==> config.mk <==
export PLATFORM = sky130hd
export DESIGN_NAME = mux_nx1_scan
export DESIGN_NICKNAME = d
export VERILOG_FILES = /design/src/rtl/mux_nx1_scan.sv
export SDC_FILE = /design/constraint.sdc
export NUM_CORES = 1
export LEC_CHECK = 0
export ABC_AREA = 1
export BUFFER_PORTS_ARGS = -buffer_cell sky130_fd_sc_hd__buf_4
export CELL_PAD_IN_SITES_DETAIL_PLACEMENT = 0
export CELL_PAD_IN_SITES_GLOBAL_PLACEMENT = 1
export CORE_MARGIN = 4
export CORE_UTILIZATION = 30
export CTS_BUF_LIST = sky130_fd_sc_hd__clkbuf_2
export DETAILED_ROUTE_END_ITERATION = 12
export GPL_TIMING_DRIVEN = 0
export PLACE_DENSITY = 0.84
export SLEW_MARGIN = 0
export SYNTH_ARGS = -nofsm -noshare
export SYNTH_HDL_FRONTEND = slang
export SYNTH_SLANG_ARGS = --single-unit
==> constraint.sdc <==
create_clock -name clk -period 2.5 [get_ports clk]
set_input_delay 0.5 -clock clk [delete_from_list [all_inputs] [get_ports clk]]
set_output_delay 0.5 -clock clk [all_outputs]
set_load 0.05 [all_outputs]
==> src/rtl/mux_nx1_scan.sv <==
// N:1, W-bit multiplexer with a registered valid/ready output stage.
// MANUAL forwards the channel on sel; SCAN walks channels round-robin with a dwell timeout.
module mux_nx1_scan #(
  parameter int N     = 8,
  parameter int W     = 8,
  parameter int SW    = $clog2(N),
  parameter int DWELL = 4
) (
  input  logic           clk,
  input  logic           rst_n,
  input  logic [N*W-1:0] in_data,
  input  logic [N-1:0]   in_valid,
  input  logic           mode,
  input  logic [SW-1:0]  sel,
  output logic [W-1:0]   out_data,
  output logic           out_valid,
  input  logic           out_ready,
  output logic [SW-1:0]  cur_ch,
  output logic [N-1:0]   in_ack
);

  localparam int DW = (DWELL > 1) ? $clog2(DWELL) : 1;
  localparam logic [SW:0] N_LIM = (SW + 1)'(N);
  localparam logic [SW-1:0] LAST_CH = SW'(N - 1);
  localparam logic [DW-1:0] DWELL_LAST = DW'(DWELL - 1);

  typedef enum logic {MAN, SCAN} state_t;

  state_t          state_reg, state_next;
  logic [SW-1:0]   ptr_reg, ptr_next, ptr_inc;
  logic [DW-1:0]   dwell_reg, dwell_next;
  logic [W-1:0]    out_data_reg;
  logic            out_valid_reg;
  logic [SW-1:0]   cur_ch_reg;
  logic            load, sel_ok, cap;
  logic [SW-1:0]   cap_ch;
  logic [W-1:0]    ch [N];

  for (genvar gi = 0; gi < N; gi++) begin : g_split
    assign ch[gi] = in_data[gi*W +: W];
  end

  always_comb begin
    state_next = state_reg;
    ptr_next   = ptr_reg;
    dwell_next = dwell_reg;
    cap        = 1'b0;
    cap_ch     = ptr_reg;
    load       = !out_valid_reg || out_ready;
    sel_ok     = {1'b0, sel} < N_LIM;
    ptr_inc    = (ptr_reg == LAST_CH) ? '0 : ptr_reg + 1'b1;
    if (load) begin
      case (state_reg)
        MAN: begin
          // The entry cycle only loads the start pointer; scanning begins next cycle.
          if (mode) begin
            state_next = SCAN;
            ptr_next   = sel_ok ? sel : '0;
            dwell_next = '0;
          end else if (sel_ok && in_valid[sel]) begin
            cap    = 1'b1;
            cap_ch = sel;
          end
        end
        SCAN: begin
          if (!mode) begin
            state_next = MAN;
          end else if (in_valid[ptr_reg]) begin
            cap        = 1'b1;
            cap_ch     = ptr_reg;
            ptr_next   = ptr_inc;
            dwell_next = '0;
          end else if (dwell_reg == DWELL_LAST) begin
            ptr_next   = ptr_inc;
            dwell_next = '0;
          end else begin
            dwell_next = dwell_reg + 1'b1;
          end
        end
        default: state_next = MAN;
      endcase
    end
    // Gate with rst_n so no word is acknowledged while it is being dropped.
    in_ack = (cap && rst_n) ? (N'(1) << cap_ch) : '0;
  end

  always_ff @(posedge clk or negedge rst_n) begin
    if (!rst_n) begin
      state_reg     <= MAN;
      ptr_reg       <= '0;
      dwell_reg     <= '0;
      out_data_reg  <= '0;
      out_valid_reg <= 1'b0;
      cur_ch_reg    <= '0;
    end else begin
      state_reg <= state_next;
      ptr_reg   <= ptr_next;
      dwell_reg <= dwell_next;
      if (load) begin
        out_valid_reg <= cap;
        if (cap) begin
          out_data_reg <= ch[cap_ch];
          cur_ch_reg   <= cap_ch;
        end
      end
    end
  end

  assign out_data  = out_data_reg;
  assign out_valid = out_valid_reg;
  assign cur_ch    = cur_ch_reg;

endmodule

; Yosys cells after proc, flatten, opt, wreduce, memory -nomap -nowiden
; Index checks and enable logic that the tools add are counted.
[op_classes]
add_sub_neg = 2
multipliers = 0
n_div = 0
order_cmp = 3
eq_ne = 5
shifts = 1
muxes = 30
bitwise_logic = 2
n_reduce_logical = 6
[op_table]
columns = operator, count
row1 = binary-select mux 8 bit (select 3 bit), 1
row2 = 2-to-1 mux 3 bit, 8
row3 = 2-to-1 mux 8 bit, 3
row4 = case mux 3 bit (2 select lines), 2
row5 = less-than comparator 3 x 4 -> 1 bit (second input constant), 2
row6 = 2-to-1 mux 1 bit, 8
row7 = 2-to-1 mux 2 bit, 4
row8 = left shift 1 x 3 -> 8 bit (first input constant), 1
row9 = binary-select mux 1 bit (select 3 bit), 2
row10 = >= comparator 4 bit (second input constant), 1
row11 = != test 2 bit (second input constant), 2
row12 = NOT 3 -> 4 bit, 1
row13 = case mux 2 bit (2 select lines), 1
row14 = AND reduction 4 bit, 1
row15 = adder 3 x 1 -> 3 bit (second input constant), 1
row16 = equality test 3 bit (second input constant), 1
row17 = != test 3 x 1 -> 1 bit (second input constant), 1
row18 = AND reduction 3 bit, 1
row19 = adder 2 x 1 -> 2 bit (second input constant), 1
row20 = equality test 2 bit (second input constant), 1
row21 = case mux 1 bit (2 select lines), 1
row22 = AND reduction 2 bit, 1
row23 = logical AND 1 bit, 1
row24 = zero test 1 bit, 1
row25 = other kinds (2), 2
[totals]
register_bits = 18
latchBits = 0
ram_bits = 0
mem_bits_ro = 0
input_bits = 79
output_inout_bits = 20
elab_cells = 55
memories = 0

; Longest topological paths before layout
; Gate-level depths: netlist of the first run.
[depth]
word_depth = 10
mapped_depth = 16
depth_no_buf = 15

; Worst setup path before layout of the first run
; Ideal clock, no wire load.
[synth_timing]
kind = register to output
from = register out_valid_reg, in the netlist out_valid
to = output in_ack[4]
t_arrival_ps = 2310
required_ps = 2000
path_slack_ps = -310
stages_incl_launch_ff = 10
n_path_buf = 1
cell_sequence = dfrtp_1 inv_1 nor2_1 nor3_4 nand2_4 a22oi_4 nor2b_1 buf_4 nand2_2 nor2_1
[synth_between]
elab_chain_cells = 5
word_cells_on_any_way = 7
classes_between = shift: 1 / mux: 3 / reduce/logical: 3
[synth_rtl]
columns = element, line_no
row1 = start: declaration, 33  ; logic out_valid_reg;
row2 = start signal: assignment, 100  ; out_valid_reg <= cap;
row3 = zero test 1 bit (*), 49  ; load = !out_valid_reg || out_ready;
row4 = logical OR 1 bit (*), 49
row5 = 2-to-1 mux 3 bit / 2-to-1 mux 1 bit (equally long branches), 52  ; if (load) begin
row6 = left shift 1 x 3 -> 8 bit / logical AND 1 bit (equally long branches), 84  ; in_ack = (cap && rst_n) ? (N'(1) << cap_ch) : '0;
row7 = 2-to-1 mux 8 bit (*), 84
row8 = end: declaration, 19  ; output logic [N-1:0] in_ack
; Every way passes the cells marked *; elsewhere a longest branch is shown, timed or not.

; Final worst setup path of the first run
[layout_timing]
from = register ptr_reg[0]
to = output in_ack[7]
[layout_between]
elab_chain_cells = 8
word_cells_on_any_way = 13
classes_between = shift: 1 / mux: 11 / reduce/logical: 1
[layout_rtl]
columns = element, line_no
row1 = start: declaration, 30  ; logic [SW-1:0] ptr_reg, ptr_next, ptr_inc;
row2 = start signal: assignment, 97  ; ptr_reg <= ptr_next;
row3 = binary-select mux 1 bit (select 3 bit), 68  ; end else if (in_valid[ptr_reg]) begin
row4 = 2-to-1 mux 1 bit (not written as such), 68
row5 = 2-to-1 mux 1 bit, 68
row6 = 2-to-1 mux 1 bit, 66  ; if (!mode) begin
row7 = case mux 1 bit (2 select lines), 53  ; case (state_reg)
row8 = 2-to-1 mux 1 bit, 52
row9 = logical AND 1 bit, 84
row10 = 2-to-1 mux 8 bit (*), 84
; Every way passes the cells marked *; elsewhere a longest branch is shown, timed or not. The select of a mux whose other input is x is not followed.

==> out/metrics.cfg, run 1 <==
[run_status]
outcome=complete, but fails checks
violations=negative setup slack

[power]
p_int_mw=1.39
p_clk_share_pct=4.4
sw_frac_of_total_pct=53.9
power.density_nw_per_um2=959
p_switching_mw=1.63
power.total_mw=3.02
power.leakage_nw=1.72
irDropWorstVdd_mv=0.520
pwr-share-comb_pct=79.3
seqPwrFrac_pct=16.3

[placed_design]
dpl-instance-area_um2=2730
port_buffers=98
place_hpwl_um=5160
placedCellCount=494
gp_congestion=0.872

[worst_setup_path]
r2r_end=out_data[1]
critPathBufInv=5
worstPathRequired_ns=2.00
ff2ff_path_depth=13
cp_slowest_cell=dfrtp_1
slowest_delay_ns=0.44
cp_max_fo=8
cp.arrival_ns=2.03
timing.rr.start=ptr_reg[0]
ff2ff_setup_slack_ns=0.64
worst_path_most_repeated_cell=buf_6
end_kind=output port
critPathKind=flip-flop to output port
cp_cell_sequence=buf_6 > inv_6 > nand2_2 > nand3_2 > nand3_2 > nand2_2 > nor2_2 > inv_2 > nand3_4 > nor2b_4 > buf_6 > nand2_8 > nor2_4 > buf_6
worstSetupStartpointType=flip-flop
critPathTopFamily=simple AND/OR/NAND/NOR gates

[routing]
via_per_inst=4.68
dr.pass1.iters=5
drc=0
drtIter0Drc=106
wl_per_cell_um=12.9
wirelength_um=6690
drtAntennaViolNets=0
vias=2423

[timing]
fin_crit_ns=2.53
finClkSkew_ns=0.00591
setup_tns_ns=-0.107
fin_ws_ns=-0.0346
hold_viol_final=0
slew_viol_final=0
worst_pin_slew_ns=0.320
fin_crit_sh_pct=101
rsz0062_at_grt=true
whs_ns=0.0468
relSlewSlack_pct=78.6
finalSetupViolCount=5
timing.fmax_ghz=0.395

[cts]
tritoncts=yes
numCtsBuffers=3
htreeDepth=1
root_buffer=clkbuf_2
clkSlewWorstSetupHoldPaths_ns=0.19
clockBufferDepth=2
clk_latency_ns=0.31
ctsHoldBuffers=0
cts_sinks=18

[logic_synthesis]
syn-num-nets=403
synth_flop_cell=dfrtp_1
yosys_warnings=0
synth_compound_area_share_pct=5.69
synth.area.mux_share_pct=0
netlist_area_um2=1870
yosysUniqueCellTypes=22
synth_top_family_by_area=simple AND/OR/NAND/NOR gates
syn_area_per_cell_um2=5.83
postSynthCellCount=321
async_reset_ff_share_pct=100
ys_ff_latch=18
yosysSeqAreaShare_pct=24.1
synth_adder_area_share_pct=2.01
synthSimpleGateAreaFrac_pct=58.3
synthXorXnorAreaFrac_pct=0
synth_edf_count=0

[final_layout]
final_cell_mix=nand2_1 (153), buf_4 (114), nand3_1 (56)
num_antenna_cells=0
drive_above_1_share_pct=41.1
design_area_um2=3150
final_common_cell=nand2_1
fin_cells=518
seq_area_um2=452
fill_cells=611
area_growth_pct=68.6
final_nets=526
multi_input_area_um2=1440
largest_reg_flops=8

[floorplanning]
dieArea_um2=7560
die_h_um=87.0
die_w_um=87.0
row_count=28
core-area_um2=5990
floorplan.initialDensity_pct=31.2
io_pins=99

[min_path]
min_path_type=input port to async pin

[global_routing]
grt_pass1_vias=2394
antenna_found_initial=0
grt_max_degree=21
grt-ovfl-total=0
grt_pass1_wl_um=10800
grt_usage_pct=17.3

[run]
drv_cap=0

[per-layer routing]
layer / global-route usage [%] / vias to the layer above / routed length, um
met5: 0 / - / 0
met4: 1.84 / 0 / 61
met3: 3.69 / 6 / 583
met2: 30.1 / 85 / 3160
met1: 22.6 / 1071 / 2880
li1: - / 1261 / -
[power by group through the flow]
stage,Clock [mW],Sequential (mW),Combinational [mW]
finish,0.132,0.493,2.40
global route,0.147,0.511,2.66
CTS,0.133,0.492,2.23
detailed placement,0,0.497,1.99
global placement,0,0.494,1.99
floorplan,0,0.784,1.14
[how the worst max path moves through the flow]
stage	from	end	slack, ns	cells after the start
finish	ptr_reg[0]	in_ack[7]	-0.03	14
global route	ptr_reg[0]	in_ack[4]	-0.17	14
CTS	ptr_reg[0]	in_ack[4]	-0.07	12
detailed placement	sel[0]	in_ack[1]	-0.33	13
global placement	sel[0]	in_ack[1]	-0.34	13
floorplan	out_valid	in_ack[4]	-0.11	9
[synth_stat cells, types with 2 or more instances]
master	count	area, um2
dfrtp_1	18	450
buf_2	5	25.0
nor2_1	13	48.8
o21ai_0	11	55.1
nand2_4	5	56.3
nand3_2	3	30.0
ha_1	3	37.5
nand3_1	60	300
buf_4	5	37.5
a21oi_1	3	15.0
inv_1	18	67.6
nand2_1	162	608
nand2_2	2	12.5
buf_6	4	45.0
inv_2	2	7.51
[what timing repair did]
item,4_1_cts,5_1_grt
pin swaps,9,8
buffers inserted,14,10
gates resized for setup,39,24
endpoints found under the setup margin,8,8
[area by class of cell]
class / instances / area share [%]
plain buffers: 12 / 3.25
clock buffers: 3 / 0.476
clock inverters: 1 / 0.119
inverters: 20 / 2.78
multi-input cells: 268 / 45.6
flip-flops and latches: 18 / 14.3
well taps: 75 / 2.98
repair buffers: 121 / 30.5
[worst register-to-register path: stages (launching register included)]
cell,delay [ns]
dfrtp_1,0.44
buf_6,0.15
a21oi_2,0.15
o21ai_2,0.07
nand3_1,0.10
nand2_2,0.06
nor2_2,0.11
inv_2,0.07
nand3_4,0.09
buf_4,0.12
buf_4,0.11
buf_2,0.20
nand2_1,0.08
nand3_1,0.08
[stage by stage]
| step | utilization (%) | setup WS (ns) |
|---|---|---|
| 6_report | 52.6 | -0.0346 |
| 5_1_grt | 52.6 | -0.170 |
| 4_1_cts | 50.0 | -0.0724 |
| 3_5_place_dp | 45.6 | -0.326 |
| 3_3_place_gp | 45.6 | -0.341 |
| 2_1_floorplan | - | -0.108 |
[kinds of logic after synthesis]
| group | count (synthesis) |
|---|---|
| buffers and inverters | 35 |
| AND/OR/NAND/NOR | 248 |
| AO/OA/AOI/OAI | 17 |
| flip-flops | 18 |
| adder cells (fa/ha/maj) | 3 |
Power figures use the tool's default switching activity.
==> run 2, diff against run 1 <==
--- a/config.mk
+++ b/config.mk
@@ -6,7 +6,7 @@
 export NUM_CORES = 1
 export LEC_CHECK = 0
 export ABC_AREA = 1
-export BUFFER_PORTS_ARGS = -buffer_cell sky130_fd_sc_hd__buf_4
+export BUFFER_PORTS_ARGS = -buffer_cell sky130_fd_sc_hd__buf_2
 export CELL_PAD_IN_SITES_DETAIL_PLACEMENT = 0
 export CELL_PAD_IN_SITES_GLOBAL_PLACEMENT = 1
 export CORE_MARGIN = 4
==> run 2 against run 1 <==
Net effect:
- the flow still finishes with violations (negative setup slack)
- clock power barely moved
- clock skew increased by 0.0024 ns
- design area shrank 10%
- global-route usage shrank 0.052 points
- sequential cell count unchanged
- critical path type unchanged
- critical endpoint is now in_ack[5]
- largest cell class unchanged
==> out/metrics.cfg, run 2 (synthesis results as in run 1) <==
[timing]
hold_viol_final=0  ; unchanged
worst_pin_slew_ns=0.528  ; +0.207 ns
setup_tns_ns=-0.698  ; -0.591 ns
relSlewSlack_pct=64.8  ; -14 points
finClkSkew_ns=0.00832  ; +0.00240 ns
timing.fmax_ghz=0.380  ; -3.7%
slew_viol_final=0  ; unchanged
fin_crit_ns=2.63  ; +0.0978 ns
fin_crit_sh_pct=105  ; +3.9 points
finalSetupViolCount=8  ; +3
fin_ws_ns=-0.132  ; -0.0978 ns
rsz0062_at_grt=true
whs_ns=0.126  ; +0.0795 ns

[cts]
clockBufferDepth=2  ; unchanged
numCtsBuffers=3  ; unchanged
root_buffer=clkbuf_2
htreeDepth=1  ; unchanged
cts_sinks=18  ; unchanged
ctsHoldBuffers=0  ; unchanged
clk_latency_ns=0.31  ; about the same
clkSlewWorstSetupHoldPaths_ns=0.18  ; about the same
tritoncts=yes

[global_routing]
globalRouteMet1Util_pct=22.9  ; +0.31 points
grt_pass1_vias=2294  ; -4.2%
grtUsageMet3_pct=2.93  ; -0.76 points
antenna_found_initial=0  ; unchanged
grt_usage_pct=17.2  ; -0.052 points
grt-ovfl-total=0  ; unchanged
grt-busiest-layer=met2
grtUsageMet2_pct=30.4  ; +0.28 points
grt_pass1_wl_um=10600  ; -1.3%
grt_max_degree=21  ; unchanged

[worst_setup_path]
worstPathRequired_ns=2.00  ; about the same
cp_cell_sequence=buf_6 > clkinv_4 > nand2_1 > nand3_2 > nand3_2 > nand2_2 > nor2_2 > inv_2 > nand3_4 > nor2b_1 > buf_4 > nand2_8 > nor2_4 > buf_6
cp.arrival_ns=2.13  ; +0.10 ns
ff2ff_path_depth=15  ; +2
worstSetupStartpointType=flip-flop
critPathKind=flip-flop to output port
timing.rr.start=out_valid
worstSetupStartpoint=ptr_reg[0]
cp_slowest_cell=dfrtp_1
slowest_delay_ns=0.44  ; about the same
end_kind=output port
cp_max_fo=8  ; unchanged

[placed_design]
place_hpwl_um=4990  ; -3.3%
dpl-instance-area_um2=2480  ; -9.0%
placedCellCount=494  ; unchanged
port_buffers=98  ; unchanged
gp_congestion=0.890  ; +2.1%

[floorplanning]
core-area_um2=5990  ; unchanged
io_pins=99  ; unchanged
die_h_um=87.0  ; unchanged
floorplan.initialDensity_pct=31.2  ; unchanged
die_w_um=87.0  ; unchanged
row_count=28  ; unchanged
dieArea_um2=7560  ; unchanged

[power]
power.total_mw=2.82  ; -6.9%
irDropWorstVdd_mv=0.403  ; -22%
power.density_nw_per_um2=993  ; +3.6%
power.leakage_nw=1.60  ; -7.0%

[final_layout]
area_growth_pct=51.6
largest_reg_flops=8  ; unchanged
final_common_cell=nand2_1
final_nets=519  ; -1.3%
fin_cells=511  ; -1.4%
design_area_um2=2840  ; -10%
num_antenna_cells=0  ; unchanged
fill_cells=647  ; +5.9%
seq_area_um2=452  ; unchanged
final_cell_mix=nand2_1 (154), buf_2 (93), nand3_1 (56)
multi_input_area_um2=1410  ; -2.0%
drive_above_1_share_pct=39.9  ; -1.2 points

[run_status]
outcome=complete, but fails checks
violations=negative setup slack

[routing]
wirelength_um=6540  ; -2.2%
via_per_inst=4.75  ; +1.5%
drtAntennaViolNets=0  ; unchanged
drc=0  ; unchanged
wl_per_cell_um=12.8  ; -0.81%
vias=2427  ; +0.17%
drtIter0Drc=136  ; +28%
dr.pass1.iters=4  ; -1

[min_path]
min_path_type=input port to async pin

[run]
drv_cap=0  ; unchanged

[run 2: cell types whose count changed in the layout (fill, tap and decap cells not counted), sizes merged]
cell | before | now
buf | 133 | 126
clkinv | 1 | 2
inv | 20 | 19
[run 2: stage by stage]
step / setup slack, ns / util, %
2_1_floorplan: -0.108 / -
3_3_place_gp: -0.411 / 41.5
3_5_place_dp: -0.436 / 41.5
4_1_cts: -0.102 / 45.8
5_1_grt: -0.274 / 47.3
6_report: -0.132 / 47.3
[run 2: final cells by class]
| cell class | count | share of cell area (%) |
|---|---|---|
| Clock buffer | 3 | 0.530 |
| Multi-Input combinational cell | 268 | 49.6 |
| Buffer | 11 | 2.96 |
| Tap cell | 75 | 3.31 |
| Sequential cell | 18 | 15.9 |
| Clock inverter | 1 | 0.132 |
| Timing Repair Buffer | 115 | 24.5 |
| Inverter | 20 | 3.00 |
[run 2: report_power, final]
part	switching [mW]	total, mW	internal [mW]
clock	0.0951	0.130	0.0348
sequential	0.0732	0.489	0.416
combinational	1.43	2.20	0.769
[run 2: worst paths after layout]
| path | to | slack [ns] |
|---|---|---|
| min in group clk | cur_ch[0] | 0.51 |
| setup / recovery | in_ack[5] | -0.13 |
| hold reg to reg | cur_ch[0] | 0.51 |
| hold / removal | dwell_reg[1] | 0.13 |
| setup reg to reg | out_data[1] | 0.56 |
| max in group asynchronous | state_reg | 1.98 |
[run 2: worst max-delay path: cells and delay by family (launching register included)]
family,cells,cell delay [ns]
and+or+nand+nor,9,0.77
buffers and inverters,5,0.61
DFF,1,0.44
[run 2: routing by layer]
| layer | wire (um) | part of all wire (%) | vias up |
|---|---|---|---|
| met1 | 2860 | 44 | 1082 |
| met2 | 3110 | 48 | 91 |
| met5 | 0 | 0 | - |
| li1 | - | - | 1250 |
| met4 | 33 | 0.50 | 0 |
| met3 | 545 | 8.3 | 4 |
[run 2: what timing repair did]
action / 4_1_cts / 5_1_grt
endpoints found under the setup margin: 8 / 8
pin swaps: 8 / 13
setup buffers: 11 / 6
gates resized for setup: 42 / 23
